**src/rtl/pipe_pkg.sv**
```systemverilog
// pipe_pkg: shared encodings for the F|X|M pipeline hazard controller.
package pipe_pkg;
    localparam logic [1:0] WB_PC  = 2'd0;
    localparam logic [1:0] WB_ALU = 2'd1;
    localparam logic [1:0] WB_MEM = 2'd2;
    typedef enum logic [1:0] {FWD_RF, FWD_ALU, FWD_LD, FWD_PC} fwd_e;
    typedef enum logic {IDLE, WAIT} state_e;
    function automatic fwd_e fwd_sel(input logic hit, input logic [1:0] wb_sel);
        return !hit ? FWD_RF :
               wb_sel == WB_PC  ? FWD_PC  :
               wb_sel == WB_ALU ? FWD_ALU :
               wb_sel == WB_MEM ? FWD_LD  : FWD_RF;
    endfunction
endpackage

```
**src/rtl/pipe_ctrl_dmem_hs.sv**
```systemverilog
// dmem_hs: data-memory request/ack handshake with a bounded wait, producing the
// memory-side stall and the timeout pulse.
module dmem_hs
    import pipe_pkg::*;
#(
    parameter int MAX_WAIT = 16,
    parameter int CW       = $clog2(MAX_WAIT + 1)
) (
    input  logic clk,
    input  logic rst_n,
    input  logic load_m,
    input  logic store_m,
    input  logic dmem_ack,
    output logic dmem_req,
    output logic dmem_we,
    output logic stall,
    output logic mem_err
);
    state_e        state_q, state_d;
    logic [CW-1:0] cnt_q, cnt_d;
    logic          req_q, req_d;
    logic          we_q, we_d;
    logic          mem_op;
    logic          last;

    assign mem_op = load_m | store_m;
    assign last   = cnt_q == CW'(MAX_WAIT - 1);

    always_comb begin
        state_d = state_q;
        cnt_d   = cnt_q;
        req_d   = req_q;
        we_d    = we_q;
        mem_err = (state_q == WAIT) & !dmem_ack & last;
        // The reset gate keeps stall quiet while valids are being forced low.
        stall   = rst_n & ((state_q == IDLE & mem_op) | (state_q == WAIT & !dmem_ack & !mem_err));
        if (state_q == IDLE) begin
            if (mem_op) begin
                state_d = WAIT;
                req_d   = 1'b1;
                we_d    = store_m;
                cnt_d   = '0;
            end
        end else if (dmem_ack | mem_err) begin
            state_d = IDLE;
            req_d   = 1'b0;
            we_d    = 1'b0;
        end else begin
            cnt_d = cnt_q + CW'(1);
        end
    end

    always_ff @(posedge clk or negedge rst_n) begin
        if (!rst_n) begin
            state_q <= IDLE;
            cnt_q   <= '0;
            req_q   <= 1'b0;
            we_q    <= 1'b0;
        end else begin
            state_q <= state_d;
            cnt_q   <= cnt_d;
            req_q   <= req_d;
            we_q    <= we_d;
        end
    end

    assign dmem_req = req_q;
    assign dmem_we  = we_q;
endmodule

```
**src/rtl/pipe_ctrl.sv**
```systemverilog
// pipe_ctrl: hazard/sequencing controller for the 3-stage RV32I pipeline:
// operand forwarding from M, taken-branch flush, and memory-handshake stall.
module pipe_ctrl
    import pipe_pkg::*;
#(
    parameter int MAX_WAIT = 16,
    parameter int CW       = $clog2(MAX_WAIT + 1)
) (
    input  logic       clk,
    input  logic       rst_n,
    input  logic       valid_x,
    input  logic [4:0] rs1_x,
    input  logic [4:0] rs2_x,
    input  logic       br_taken_x,
    input  logic       valid_m,
    input  logic [4:0] rd_m,
    input  logic       reg_wr_m,
    input  logic [1:0] wb_sel_m,
    input  logic       wr_en_m,
    input  logic       dmem_ack,
    output logic       dmem_req,
    output logic       dmem_we,
    output logic       stall,
    output logic       flush_f,
    output logic [1:0] fwd_a,
    output logic [1:0] fwd_b,
    output logic       mem_err
);
    logic load_m, store_m, wr_m;

    assign wr_m    = valid_m & reg_wr_m & (rd_m != 5'd0);
    assign load_m  = valid_m & reg_wr_m & (wb_sel_m == WB_MEM);
    assign store_m = valid_m & wr_en_m;

    dmem_hs #(.MAX_WAIT(MAX_WAIT), .CW(CW)) u_hs (
        .clk      (clk),
        .rst_n    (rst_n),
        .load_m   (load_m),
        .store_m  (store_m),
        .dmem_ack (dmem_ack),
        .dmem_req (dmem_req),
        .dmem_we  (dmem_we),
        .stall    (stall),
        .mem_err  (mem_err)
    );

    // A branch held in X during a stall flushes only once the pipeline moves.
    assign flush_f = valid_x & br_taken_x & !stall;
    assign fwd_a   = fwd_sel(wr_m & (rd_m == rs1_x), wb_sel_m);
    assign fwd_b   = fwd_sel(wr_m & (rd_m == rs2_x), wb_sel_m);
endmodule

```
**config.mk**
```make
export PLATFORM = sky130hd
export DESIGN_NAME = pipe_ctrl
export DESIGN_NICKNAME = d
export VERILOG_FILES = /design/src/rtl/pipe_pkg.sv /design/src/rtl/pipe_ctrl_dmem_hs.sv /design/src/rtl/pipe_ctrl.sv
export SDC_FILE = /design/constraint.sdc
export NUM_CORES = 1
export LEC_CHECK = 0
export CAP_MARGIN = 25
export CORE_ASPECT_RATIO = 1.25
export CORE_UTILIZATION = 26
export CTS_BUF_LIST = sky130_fd_sc_hd__clkbuf_2 sky130_fd_sc_hd__clkbuf_4 sky130_fd_sc_hd__clkbuf_8
export CTS_CLUSTER_DIAMETER = 100
export DETAILED_ROUTE_END_ITERATION = 8
export HOLD_SLACK_MARGIN = 0.1
export PLACE_DENSITY = 0.69
export SKIP_LAST_GASP = 1
export SLEW_MARGIN = 20
export SYNTH_ARGS = -nofsm -noshare
export SYNTH_HDL_FRONTEND = slang
export SYNTH_HIERARCHICAL = 1
export SYNTH_SLANG_ARGS = --single-unit
```
**constraint.sdc**
```tcl
create_clock -name clk -period 2.06 [get_ports clk]
set_clock_uncertainty 0.05 [all_clocks]
set_input_delay 0.412 -clock clk [delete_from_list [all_inputs] [get_ports clk]]
set_output_delay 0.412 -clock clk [all_outputs]
set_load 0.005 [all_outputs]
```
Yosys cells after proc, flatten, opt, wreduce, memory -nomap -nowiden --
Index checks and enable logic that the tools add are counted.
Word-level totals: register bits after elaboration 8, memories 0, memory bits (read-only) 0, word-level logic and storage cells 53, input bits 25, latch bits 0, bits in writable memories 0, output and inout bits 9
Cells by class: $mul 0, $lt $le $gt $ge 0, bitwise logic cells 17, shifts and indexed selects 0, div/mod/pow operators 0, multiplexer cells 16, eq/ne operators 7, reductions and logical operators 8, add/subtract/negate cells 1
Operators with widths (number):
- $mux W5 | 3
- $and A1 B1 Y1 | 13
- $eq A5 B5 Y1 | 2
- $mux W2 | 5
- $mux W1 | 8
- $add A5 B1 Y5 const B | 1
- $eq A5 B4 Y1 const B | 1
- $reduce_bool A5 Y1 | 1
- $ne A2 B2 Y1 const B | 2
- $reduce_and A2 Y1 | 2
- $logic_not A1 Y1 | 3
- $or A1 B1 Y1 | 3
- $eq A2 B1 Y1 const B | 1
- $eq A2 B2 Y1 const B | 1
- $logic_not A2 Y1 | 1
- $reduce_bool A2 Y1 | 1
- $not A1 Y1 | 1

Logic depth before layout (Yosys ltp) --
word-level depth 9, mapped depth 8

By module --
Netlist, hierarchy kept.
By module, submodules not included:
- dmem_hs | area an instance 392.9 sq um, sequential area each 200.2 sq um, times used 1, cells an instance 42
- pipe_ctrl | area an instance 186.4 sq um, sequential area each 0.0 sq um, times used 1, cells an instance 27

Worst setup path before layout --
OpenSTA, ideal clock, no wires.
kind reg2out, from register u_hs.cnt_q[0], to output flush_f, cell stages (with the launch flop) 9, path buffers 1, data required time 1.598 ns, path slack -0.104 ns, data arrival time 1.702 ns, cell sequence dfrtp_1 ha_1 and3_1 ha_1 or3b_1 clkbuf_2 nand2_1 and2_1 nor2_1
On the way: longest elaborated chain between the ends 8
Ends and longest elaborated chain:
- start: declaration | line pipe_ctrl_dmem_hs.sv:20 | logic [CW-1:0] cnt_q, cnt_d;
- start signal: assignment | line pipe_ctrl_dmem_hs.sv:61 | cnt_q <= cnt_d;
- $eq A5 B4 Y1 | line pipe_ctrl_dmem_hs.sv:27 | assign last = cnt_q == CW'(MAX_WAIT - 1);
- $and A1 B1 Y1 | line pipe_ctrl_dmem_hs.sv:34 | mem_err = (state_q == WAIT) & !dmem_ack & last;
- $logic_not A1 Y1 | line pipe_ctrl_dmem_hs.sv:36 | stall = rst_n & ((state_q == IDLE & mem_op) | (state_q == WAIT & !dmem_ack & !mem_err));
- $and A1 B1 Y1 | line pipe_ctrl_dmem_hs.sv:36
- $or A1 B1 Y1 | line pipe_ctrl_dmem_hs.sv:36
- $and A1 B1 Y1 | line pipe_ctrl_dmem_hs.sv:36
- net stall | line pipe_ctrl.sv:23 | output logic stall,
- $logic_not A1 Y1 | line pipe_ctrl.sv:48 | assign flush_f = valid_x & br_taken_x & !stall;
- $and A1 B1 Y1 | line pipe_ctrl.sv:48
- end: declaration | line pipe_ctrl.sv:24 | output logic flush_f,
The timed path passes the listed nets, and every way through them passes these cells.

Final worst setup path --
from register u_hs.cnt_q[1], to output flush_f
On the way: longest elaborated chain between the ends 8
Ends and longest elaborated chain (line):
- $eq A5 B4 Y1 | pipe_ctrl_dmem_hs.sv:27
- $and A1 B1 Y1 | pipe_ctrl_dmem_hs.sv:34
- $logic_not A1 Y1 | pipe_ctrl_dmem_hs.sv:36
- $and A1 B1 Y1 | pipe_ctrl_dmem_hs.sv:36
- $or A1 B1 Y1 | pipe_ctrl_dmem_hs.sv:36
- $and A1 B1 Y1 | pipe_ctrl_dmem_hs.sv:36
- $logic_not A1 Y1 | pipe_ctrl.sv:48
- $and A1 B1 Y1 | pipe_ctrl.sv:48
No other way between the ends.

==> reports/metrics.cfg <==
[status]
status = finished with violations
violations = negative setup slack

[cells_and_area]
final_area_um2 = 1130
nets = 151
regArea_um2 = 200
drive_gt1_share_pct = 37.7
syn_to_final_growth_pct = 94.8
fin_cells = 142
final_cell_mix = clkdlybuf4s50_1, buf_4, dfrtp_1, xnor2_1, buf_2
multi_input_area_um2 = 440
layout_commonest_cell = clkdlybuf4s50_1
fill_cells = 190
antennaDiodeCount = 0

[timing]
tightest_slew_ns = 0.440
hold_viol = 0
clock.fmax_ghz = 0.429
rsz0062_at_grt = true
slew_viol_final = 0
maxSlewHeadroom_pct = 70.6
period_share_pct = 113
period_minus_slack_ns = 2.33
finalSetupViolations = 2
setup_ws_ns = -0.269

[synthesis]
ys_warn_count = 6
synth-seq-area-share_pct = 34.6
syn_area_per_cell_um2 = 8.40
ys_seq_elements = 8
synth_nets = 96
yosysUniqueCellTypes = 24
syn_inst = 69
netlist_area_um2 = 579

[placed_design]
portBuffers = 33
place_ws_ns = -0.526
placed_area_um2 = 1070
placed_cells = 138
gp_congestion = 0.794
dp_hpwl_mm = 1.48

[cts]
numCtsBuffers = 3
cts_root_buffer = clkbuf_4
cts_tree = yes
clk_pin_slew_ns = 0.06
clock_path_buffers = 2
worstSkewPairLatency_ns = 0.25
htree_num_levels = 1
hold_buffers = 0
cts_sinks = 8

[job]
maxCapViolCount = 0

[grt]
grt_pass1_vias = 670
grt-ovfl-total = 0
grt_pass1_wl_mm = 2.79
antenna_found_initial = 0
grt_max_degree = 9
grt_usage_pct = 16.0

[floorplanning]
die_w_um = 44.2
num_rows = 18
die_area_um2 = 2420
chipHeight_um = 54.8
start_util_pct = 28.6
core_um2 = 2030
ios = 34

[worst_setup_path]
critical_path.max_stage_delay_ns = 0.39
r2r_slack_ns = 0
crit_arrival_ns = 1.87
critPathRequiredTime_ns = 1.60
critPathKind = register to output pin
cp_max_fo = 2
crit_path_start_kind = register
slowest_stage = dfrtp_1
end_kind = output pin
critical_path.cell_chain = ha_2 -> and3_4 -> ha_4 -> or3b_4 -> nand2_4 -> and2_4 -> nor2_2 -> buf_2
reg2regPathDepth = 7

[power]
p_switching_mw = 0.166
pwr-share-comb_pct = 43.3
max-vdd-ir-drop_mv = 0.274
p_clk_share_pct = 20.8
leakagePower_nw = 0.495
swShare_pct = 29.1
power_frac_seq_pct = 35.9
pwr_density_cell_nw_per_um2 = 506
p_int_mw = 0.405
power_mw = 0.571

[detailed_routing]
first_pass_iters = 4
first_iter_violations = 6
num_vias = 687
wire_per_inst_um = 12.6
route.detailed.drc = 0
drt-total-wl_mm = 1.79
ant_nets = 0
via_per_inst = 4.84

[worst_hold_path]
hold_path.class = primary input to asynchronous set/reset pin

-- synth_stat cells --
cell | instances | area share [%]
o211ai_2 | 1 | 2.2
clkbuf_2 | 1 | 0.86
nor2_1 | 5 | 3.2
or4_4 | 1 | 1.9
a21oi_1 | 4 | 3.5
inv_1 | 5 | 3.2
a21oi_2 | 1 | 1.5
or3b_1 | 1 | 1.5
or3_1 | 2 | 2.2
nand2_1 | 5 | 3.2
nand3_1 | 4 | 3.5
and2_1 | 3 | 3.2
o21ai_0 | 5 | 4.3
xnor2_1 | 9 | 14
and3b_2 | 1 | 1.7
nor3_1 | 5 | 4.3
o21bai_1 | 1 | 1.3
o22ai_1 | 1 | 1.1
nand4_1 | 1 | 1.1
ha_1 | 2 | 4.3
nor3b_1 | 1 | 1.3
dfrtp_1 | 8 | 35
and3_1 | 1 | 1.1
nand3b_1 | 1 | 1.3
-- power groups by stage --
| stage | Sequential [mW] | Clock (mW) | Combinational (mW) |
|---|---|---|---|
| 2_1_floorplan | 0.210 | 0 | 0.0843 |
| 3_3_place_gp | 0.205 | 0 | 0.226 |
| 3_5_place_dp | 0.207 | 0 | 0.229 |
| 4_1_cts | 0.204 | 0.131 | 0.228 |
| 5_1_grt | 0.208 | 0.138 | 0.269 |
| 6_report | 0.205 | 0.119 | 0.247 |
-- worst max-delay path: cells and delay by family (launching register included) --
kind	cells	cell delay, ns
flip-flops	1	0.39
buffers and inverters	1	0.11
adder cells (fa/ha/maj)	2	0.34
AND/OR/NAND/NOR	5	0.77
-- registers in the layout (all words and copies together), names as in the netlist --
register,count
u_hs/cnt_q,5
u_hs/dmem_req,1
u_hs/dmem_we,1
u_hs/state_q,1
-- worst paths after layout --
kind | start | to
min | rst_n | u_hs/cnt_q[1]
max | u_hs/cnt_q[1] | flush_f
min reg2reg | u_hs/dmem_we | u_hs/dmem_we
max in group asynchronous | rst_n | u_hs/dmem_we
max reg2reg | u_hs/cnt_q[1] | u_hs/cnt_q[3]
min in group clk | u_hs/dmem_we | u_hs/dmem_we
-- area by class of cell --
| class | instances | area share (%) |
|---|---|---|
| sequential | 8 | 17.7 |
| timing repair buffer | 51 | 37.4 |
| tap | 20 | 2.22 |
| inverter | 5 | 1.66 |
| multi-input combinational | 55 | 39.0 |
| clock buffer | 3 | 2.00 |
-- routing by layer --
layer | wire (um) | vias up | part of all wire, % | global-route usage, %
met5 | 0 | - | 0 | 0
met2 | 940 | 13 | 52 | 28.9
met1 | 757 | 319 | 42 | 17.9
met4 | 52 | 0 | 2.9 | 10.1
met3 | 42 | 6 | 2.3 | 1.32
li1 | - | 349 | - | -
-- kinds of logic (layout without fill, tap and decap cells) --
logic type,count (synthesis),after routing,share of synthesized area [%]
and+or+nand+nor,31,31,29.6
AOI/OAI and AO/OA,13,13,13.8
xor gates and xnor gates,9,9,13.6
DFF,8,8,34.6
buffers and inverters,6,59,4.10
adders and majority gates,2,2,4.32
-- per-stage QoR --
stage / TNS [ns] / hold WS (ns) / util [%]
floorplan: -0.0287 / 0.0664 / -
global placement: -2.85 / 0.440 / 53.0
detailed placement: -2.98 / 0.466 / 53.0
CTS: -0.519 / 0.424 / 53.6
global route: -0.697 / 0.426 / 55.7
finish: -0.502 / 0.427 / 55.7
-- what timing repair did --
item	CTS	global route
resized for setup	38	9
setup buffers	0	1
endpoints found under the setup margin	8	8
pin swaps	8	3
No activity file was read; power rests on OpenSTA's default activity.
